==> src/rtl/mux1hot_rr_arbiter8_pkg.sv <==
// Shared definitions for the 8-requester round-robin burst arbiter.
// Contents: FSM state encoding, requester count, and the helpers that
// pick a round-robin winner, encode a one-hot grant and check grant shape.
package mux1hot_rr_arbiter8_pkg;

    localparam int NREQ = 8;

    typedef enum logic [0:0] {
        ST_IDLE = 1'b0,
        ST_BUSY = 1'b1
    } state_t;

    // First set bit of req at or above ptr, wrapping 7->0; one-hot result.
    function automatic logic [7:0] rr_pick(input logic [7:0] req, input logic [2:0] ptr);
        logic [7:0] win;
        logic [2:0] idx;
        logic       found;
        win   = 8'h00;
        found = 1'b0;
        for (int i = 0; i < NREQ; i++) begin
            idx = ptr + 3'(i);
            if (req[idx] && !found) begin
                win[idx] = 1'b1;
                found    = 1'b1;
            end
        end
        return win;
    endfunction

    // Index of the set bit of a one-hot vector (0 for an all-zero vector).
    function automatic logic [2:0] onehot_idx(input logic [7:0] oh);
        logic [2:0] idx;
        idx = 3'd0;
        for (int i = 0; i < NREQ; i++) begin
            if (oh[i]) begin
                idx = idx | 3'(i);
            end
        end
        return idx;
    endfunction

    // True when the vector is one-hot or all-zero.
    function automatic logic is_onehot0(input logic [7:0] v);
        return ((v & (v - 8'd1)) == 8'h00);
    endfunction

endpackage

==> src/rtl/mux1hot_rr_arbiter8_mux.sv <==
// 8:1 one-hot multiplexer with default value.
// Ports: sel (one-hot select), in0..in7 (data inputs), dflt (value when
// sel is zero or not one-hot), dout (selected data).
module mux1hot_with_default8 #(
    parameter int WIDTH = 1
) (
    input  logic [7:0]       sel,
    input  logic [WIDTH-1:0] in0,
    input  logic [WIDTH-1:0] in1,
    input  logic [WIDTH-1:0] in2,
    input  logic [WIDTH-1:0] in3,
    input  logic [WIDTH-1:0] in4,
    input  logic [WIDTH-1:0] in5,
    input  logic [WIDTH-1:0] in6,
    input  logic [WIDTH-1:0] in7,
    input  logic [WIDTH-1:0] dflt,
    output logic [WIDTH-1:0] dout
);

    // Select path; any non-one-hot select falls back to the default value.
    always_comb begin
        dout = dflt;
        case (sel)
            8'h01:   dout = in0;
            8'h02:   dout = in1;
            8'h04:   dout = in2;
            8'h08:   dout = in3;
            8'h10:   dout = in4;
            8'h20:   dout = in5;
            8'h40:   dout = in6;
            8'h80:   dout = in7;
            default: dout = dflt;
        endcase
    end

endmodule

==> src/rtl/mux1hot_rr_arbiter8.sv <==
// Round-robin burst arbiter sharing one 8:1 one-hot mux between 8 requesters.
// A requester keeps the grant for a whole valid/ready burst ended by last;
// one idle cycle separates bursts.
// Optional feature macro: ARB_LOCK_EN adds req_lock[7:0]; a locked last beat
// keeps the grant so the same requester continues without a bubble.
// Ports:
//   clk, rst_n          clock, synchronous active-low reset
//   req_valid/last/data per-requester beat (data flattened, WIDTH per port)
//   req_lock            per-requester lock (ARB_LOCK_EN only)
//   req_ready           grant & out_ready
//   dflt                out_data value when nothing is granted
//   out_valid/data/last selected beat towards the consumer
//   out_ready           consumer accepts the beat
//   grant               registered one-hot grant (mux select)
//   busy                high while a burst is granted
module mux1hot_rr_arbiter8
    import mux1hot_rr_arbiter8_pkg::*;
#(
    parameter int WIDTH = 1
) (
    input  logic               clk,
    input  logic               rst_n,
    input  logic [7:0]         req_valid,
    input  logic [7:0]         req_last,
    input  logic [8*WIDTH-1:0] req_data,
`ifdef ARB_LOCK_EN
    input  logic [7:0]         req_lock,
`endif
    output logic [7:0]         req_ready,
    input  logic [WIDTH-1:0]   dflt,
    output logic               out_valid,
    output logic [WIDTH-1:0]   out_data,
    output logic               out_last,
    input  logic               out_ready,
    output logic [7:0]         grant,
    output logic               busy
);

    state_t           state_r;
    state_t           state_nx_s;
    logic [7:0]       grant_r;
    logic [7:0]       grant_nx_s;
    logic [2:0]       rr_ptr_r;
    logic [2:0]       rr_ptr_nx_s;
    logic             accept_s;
    logic             lock_hit_s;
    logic             shape_ok_s;
    logic             out_valid_s;
    logic             out_last_s;
    logic [7:0]       req_ready_s;
    logic             busy_s;
    logic [WIDTH-1:0] out_data_s;

    mux1hot_with_default8 #(.WIDTH(WIDTH)) u_data_mux (
        .sel  (grant_r),
        .in0  (req_data[0*WIDTH +: WIDTH]),
        .in1  (req_data[1*WIDTH +: WIDTH]),
        .in2  (req_data[2*WIDTH +: WIDTH]),
        .in3  (req_data[3*WIDTH +: WIDTH]),
        .in4  (req_data[4*WIDTH +: WIDTH]),
        .in5  (req_data[5*WIDTH +: WIDTH]),
        .in6  (req_data[6*WIDTH +: WIDTH]),
        .in7  (req_data[7*WIDTH +: WIDTH]),
        .dflt (dflt),
        .dout (out_data_s)
    );

    mux1hot_with_default8 #(.WIDTH(1)) u_last_mux (
        .sel  (grant_r),
        .in0  (req_last[0]),
        .in1  (req_last[1]),
        .in2  (req_last[2]),
        .in3  (req_last[3]),
        .in4  (req_last[4]),
        .in5  (req_last[5]),
        .in6  (req_last[6]),
        .in7  (req_last[7]),
        .dflt (1'b0),
        .dout (out_last_s)
    );

    // Lock qualifier: only the granted requester's lock can hold the grant.
    always_comb begin
`ifdef ARB_LOCK_EN
        lock_hit_s = |(grant_r & req_lock);
`else
        lock_hit_s = 1'b0;
`endif
    end

    // State, grant and round-robin pointer registers.
    always_ff @(posedge clk) begin
        if (!rst_n) begin
            state_r  <= ST_IDLE;
            grant_r  <= 8'h00;
            rr_ptr_r <= 3'd0;
        end else begin
            state_r  <= state_nx_s;
            grant_r  <= grant_nx_s;
            rr_ptr_r <= rr_ptr_nx_s;
        end
    end

    // Next-state logic: arbitrate in IDLE, hold the grant until the last beat.
    always_comb begin
        state_nx_s  = state_r;
        grant_nx_s  = grant_r;
        rr_ptr_nx_s = rr_ptr_r;
        accept_s    = out_valid_s & out_ready;
        // BUSY must carry exactly one grant bit and IDLE none; anything else
        // can only come from an upset and is recovered by returning to IDLE.
        shape_ok_s  = is_onehot0(grant_r) &&
                      ((state_r == ST_BUSY) == (grant_r != 8'h00));
        if (!shape_ok_s) begin
            state_nx_s = ST_IDLE;
            grant_nx_s = 8'h00;
        end else begin
            case (state_r)
                ST_IDLE: begin
                    if (|req_valid) begin
                        grant_nx_s = rr_pick(req_valid, rr_ptr_r);
                        state_nx_s = ST_BUSY;
                    end else begin
                        grant_nx_s = 8'h00;
                        state_nx_s = ST_IDLE;
                    end
                end
                ST_BUSY: begin
                    if (accept_s && out_last_s && !lock_hit_s) begin
                        grant_nx_s  = 8'h00;
                        state_nx_s  = ST_IDLE;
                        rr_ptr_nx_s = onehot_idx(grant_r) + 3'd1;
                    end else begin
                        grant_nx_s = grant_r;
                        state_nx_s = ST_BUSY;
                    end
                end
                default: begin
                    state_nx_s = ST_IDLE;
                    grant_nx_s = 8'h00;
                end
            endcase
        end
    end

    // Outputs derived from the registered grant and state.
    always_comb begin
        out_valid_s = |(grant_r & req_valid);
        req_ready_s = grant_r & {8{out_ready}};
        busy_s      = (state_r == ST_BUSY);
    end

    assign grant     = grant_r;
    assign busy      = busy_s;
    assign out_valid = out_valid_s;
    assign out_data  = out_data_s;
    assign out_last  = out_last_s;
    assign req_ready = req_ready_s;

endmodule

==> config.mk <==
export PLATFORM = sky130hd
export DESIGN_NAME = mux1hot_rr_arbiter8
export DESIGN_NICKNAME = d
export VERILOG_FILES = /design/src/rtl/mux1hot_rr_arbiter8_pkg.sv /design/src/rtl/mux1hot_rr_arbiter8_mux.sv /design/src/rtl/mux1hot_rr_arbiter8.sv
export SDC_FILE = /design/constraint.sdc
export NUM_CORES = 1
export LEC_CHECK = 0
export CORE_UTILIZATION = 53
export DETAILED_ROUTE_END_ITERATION = 8
export GPL_TIMING_DRIVEN = 1
export PLACE_DENSITY = 0.93
export SLEW_MARGIN = 40
export SYNTH_ARGS = -nofsm -noshare
export SYNTH_HDL_FRONTEND = slang
export SYNTH_HIERARCHICAL = 1
export SYNTH_SLANG_ARGS = --single-unit
==> constraint.sdc <==
create_clock -name clk -period 4.8 [get_ports clk]
set_clock_uncertainty 0.05 [all_clocks]
set_input_delay 0.48 -clock clk [delete_from_list [all_inputs] [get_ports clk]]
set_output_delay 0.48 -clock clk [all_outputs]
set_load 0.01 [all_outputs]
==> summary by stage <==
Clock tree
Once the clock tree was built, the resizer swapped 0 gates to a different size. Counting every sink on the clock net gives 12. The post-CTS setup buffer count is 0. The count of H-tree levels built during CTS is 1.

After clock tree synthesis, the clock-pin slew on the worst setup and hold paths is approximately 60 ps. The TritonCTS clock tree is yes. The buffer levels on the longest clock path is 2. The hold buffer count at cts is 0. The clock root buffer is sky130_fd_sc_hd__clkbuf_8. Counting the buffers created by CTS gives 3. The latest clock arrival within the worst-skew pair is around 260 ps.

Synth
Summed over its instances, the top area cell type makes up a little under an eighth of the synthesized netlist area. The total of warnings raised by yosys is 6. The xor and xnor fraction of the mapped netlist area is roughly 3.5%. The largest total area in the synthesized netlist belongs to sky130_fd_sc_hd__mux4_2. After synthesis, flip-flops and latches occupy a little over a tenth of the total area. Summing every instance area after synthesis gives ~2300 um^2. After synthesis, the largest family of logic cells by area is simple AND/OR/NAND/NOR gates. In this run, synthesis inferred 0 flip-flops with an integrated enable. The cell count after synthesis came out at ~280.

The commonest cells after synthesis are sky130_fd_sc_hd__mux2i_1 (17), sky130_fd_sc_hd__nand4_1 (17), sky130_fd_sc_hd__nand2_1 (16). Ranked by total cell area, the synthesized netlist is headed by sky130_fd_sc_hd__mux4_2 (12%), sky130_fd_sc_hd__dfxtp_1 (11%), sky130_fd_sc_hd__mux2i_1 (7.5%). The post-synthesis adder-cell area fraction is 4.80%. In the synthesized netlist, mux cells make up approximately a fifth of the area. Summing the areas of all compound-gate instances in the mapped netlist gives between 20% and 30% of the synthesized area. The async set or reset register ratio after synthesis is 0%. The average footprint of a synthesized cell is about 8.0 um^2. The synthesized netlist net count is 318. After Yosys synthesis, and, or, nand and nor cells account for 31.3% of the synthesized area. The most used flip-flop cell after synthesis is sky130_fd_sc_hd__dfxtp_1. The flop and latch count out of synthesis is 12. The netlist uses 55 different library cells.

Finish
The core utilization of the finished layout is ~70%. The register area is around 240 um^2. The fraction of layout instances using a drive strength above 1 is 9.03%. The net count reported at finish is between 300 and 400. From synthesis to final layout, the design area changed by 21.6%.

The number of antenna diodes in the final layout is 0. The multi-input combinational cells in the finished layout cover a total of 1880 um^2. The number of filler cells placed in the layout is ~340.

Power and ir drop
Of the total power, combinational logic draws around 54%. The proportion of power drawn by the clock network is between 20% and 30%. The switching power is between 0.0002 and 0.00025 W.

In this run switching power makes up 42.2% of total power. The analysis attributes to cell leakage a power of 0.930 nW. Across the VDD grid, the largest voltage drop is 0.0852 mV. The internal power of the cells totals roughly 0.00033 W.

The power density of the placed cells is roughly 210 nW/um^2. Summing internal, switching and leakage power gives ~0.00057 W. The sequential group share of total power is 25.1%.

Placed design
The final weighted congestion in routability-driven placement is 0.982. The count of buffers added on input and output ports is 47. The wire-length estimate of the detail-placed layout is 4680 um.

Timing
The hold violation count in the final report is 0. The final max-slew violation count is 0. The fmax is 241 MHz. For the final routed database, the setup TNS stands at 0 ps. Headroom to the max-slew limit came out at between 40% and 50%. The tightest hold path in the finished design has a slack of ~660 ps.

At the pin with the least slew margin, the transition time is between 800 and 900 ps. The post-route fraction of the period consumed by the critical path is 86.3%. The final count of negative-setup-slack endpoints is 0. Subtracting the final worst setup slack from the clock period gives 4140 ps. Setup repair after global routing left no endpoint under its margin.

Route
For this block, the initial DRC count from the detailed router was 288. The number of nets still failing antenna checks after routing is 0. The total via count after detailed routing is 2586.

In the final routed layout, each cell accounts on average for 19.3 um. The routed design has slightly below 7000 um of wire. The via count normalized by instance count is between 7 and 8.

The first-pass detailed-route iteration total is 5. After detailed routing, the number of remaining DRC violations is 0.

GRT
The largest net degree at the start of global routing is 33. Global routing consumed, over all layers together, between 30% and 40% of the routing resources. The initial antenna violation count is 0.

The overflow left after global routing is 0. The number of global-route vias before repair was 2257. The wire length of the first global-routing pass is roughly 11000 um.

Die
The total I/O pin count is 48. The horizontal extent of the die is approximately 67 um. The area inside the core boundary is slightly above 4000 um^2.

The die height is about 67 um. The initial utilization of the core area, before any placement, comes to a little under three fifths. The area of the die is around 4500 um^2. The number of rows created at floorplan is 23.

Critical path
In this run the worst path has a maximum fanout of 32. In this run the critical register-to-register path is launched from rr_ptr_r[0]. For flop-to-flop paths, the worst setup slack is ~660 ps. At the worst endpoint, the required time is between 4000 and 5000 ps. The type of element launching the critical path is a register.

The worst endpoint data arrival time is around 4300 ps. STA classifies the critical path endpoint as a register. Measured in cells, the most critical reg-to-reg path has a length of 9. The endpoint of the worst register-to-register path is grant[3]. The critical path start-end classification is reg -> reg.

Hold path
The number of cells traversed by the worst hold path is 2. The end point of the worst hold path is rr_ptr_r[2]. In this run the worst hold path is classified as reg -> reg. The hold path startpoint is rr_ptr_r[2].

Job
The number of maximum-capacitance constraint violations is 0.

Run status
The flow ran to the end, and the final reports show no timing, DRC or antenna violations.
## layout by cell type (no fill, tap or decap), types with 11 or more instances in the layout
| master | netlist | final |
|---|---|---|
| sky130_fd_sc_hd__mux2i_1 | 17 | 17 |
| sky130_fd_sc_hd__nand4_1 | 17 | 17 |
| sky130_fd_sc_hd__dfxtp_1 | 12 | 11 |
| sky130_fd_sc_hd__and2_1 | 11 | 11 |
| sky130_fd_sc_hd__nand2_1 | 16 | 16 |
| sky130_fd_sc_hd__clkdlybuf4s50_1 | 0 | 47 |
| sky130_fd_sc_hd__nor2_1 | 12 | 12 |
| sky130_fd_sc_hd__mux4_2 | 12 | 12 |
| sky130_fd_sc_hd__nand3_1 | 15 | 15 |
## worst max-delay path by stage
stage,end,slack [ps],start,cells after the start
after floorplan,grant[3],1210,rr_ptr_r[0],14
after global placement,grant[3],1030,rr_ptr_r[0],9
after detailed placement,grant[3],810,rr_ptr_r[0],9
after CTS,grant[3],780,rr_ptr_r[0],9
after global routing,grant[3],470,rr_ptr_r[0],9
final,grant[3],660,rr_ptr_r[0],9
## through the flow
stage	cells	area, um^2	setup slack [ps]
after global placement	356	2700	1030
after CTS	360	2760	783
after floorplan	283	2270	1210
after detailed placement	356	2700	810
final	360	2760	655
after global routing	360	2760	471
## layer usage
| layer | routed length (um) | up-vias | share of wire (%) | GRT usage [%] |
|---|---|---|---|---|
| met1 | 2730 | 1187 | 39 | 39.9 |
| met2 | 3200 | 187 | 46 | 54.0 |
| met3 | 798 | 22 | 11 | 3.72 |
| met4 | 213 | 0 | 3.1 | 12.8 |
| li1 | - | 1190 | - | - |
| met5 | 0 | - | 0 | 0 |
## logic make-up after synthesis
| kind of cell | count (synthesis) |
|---|---|
| AOI/OAI and AO/OA | 68 |
| xor gates and xnor gates | 9 |
| adders and majority gates | 9 |
| buffers and inverters | 36 |
| DFF | 12 |
| muxes | 31 |
| other | 1 |
| and+or+nand+nor | 117 |
## worst max-delay path, stage by stage, from the launching register on
cell                       delay [ps]
sky130_fd_sc_hd__dfxtp_1          330
sky130_fd_sc_hd__buf_4            340
sky130_fd_sc_hd__inv_2            260
sky130_fd_sc_hd__ha_1             760
sky130_fd_sc_hd__mux4_2           450
sky130_fd_sc_hd__mux2i_1          200
sky130_fd_sc_hd__a22o_1           350
sky130_fd_sc_hd__and3_1           520
sky130_fd_sc_hd__or4b_1           500
sky130_fd_sc_hd__a311oi_2         250
## power by group through the flow
stage / registers [W] / logic (W) / clock network (W)
after floorplan: 0.000139 / 0.000201 / 0
after global placement: 0.000144 / 0.000295 / 0
after detailed placement: 0.000146 / 0.000304 / 0
after CTS: 0.000144 / 0.000306 / 0.000118
after global routing: 0.000146 / 0.000338 / 0.000122
final: 0.000144 / 0.000311 / 0.000119
## layout make-up
type	instances	share of cell area [%]
inverters	10	1.36
multi-input cells	235	68.0
well taps	50	2.27
flip-flops and latches	12	8.75
clock buffers	4	2.00
repair buffers	49	17.6
## state kept, by name, indices dropped and copies added (netlist names)
signal and count:
busy 1, rr_ptr_r 3, grant 8
Note: power is estimated with default switching activity, not from simulation.
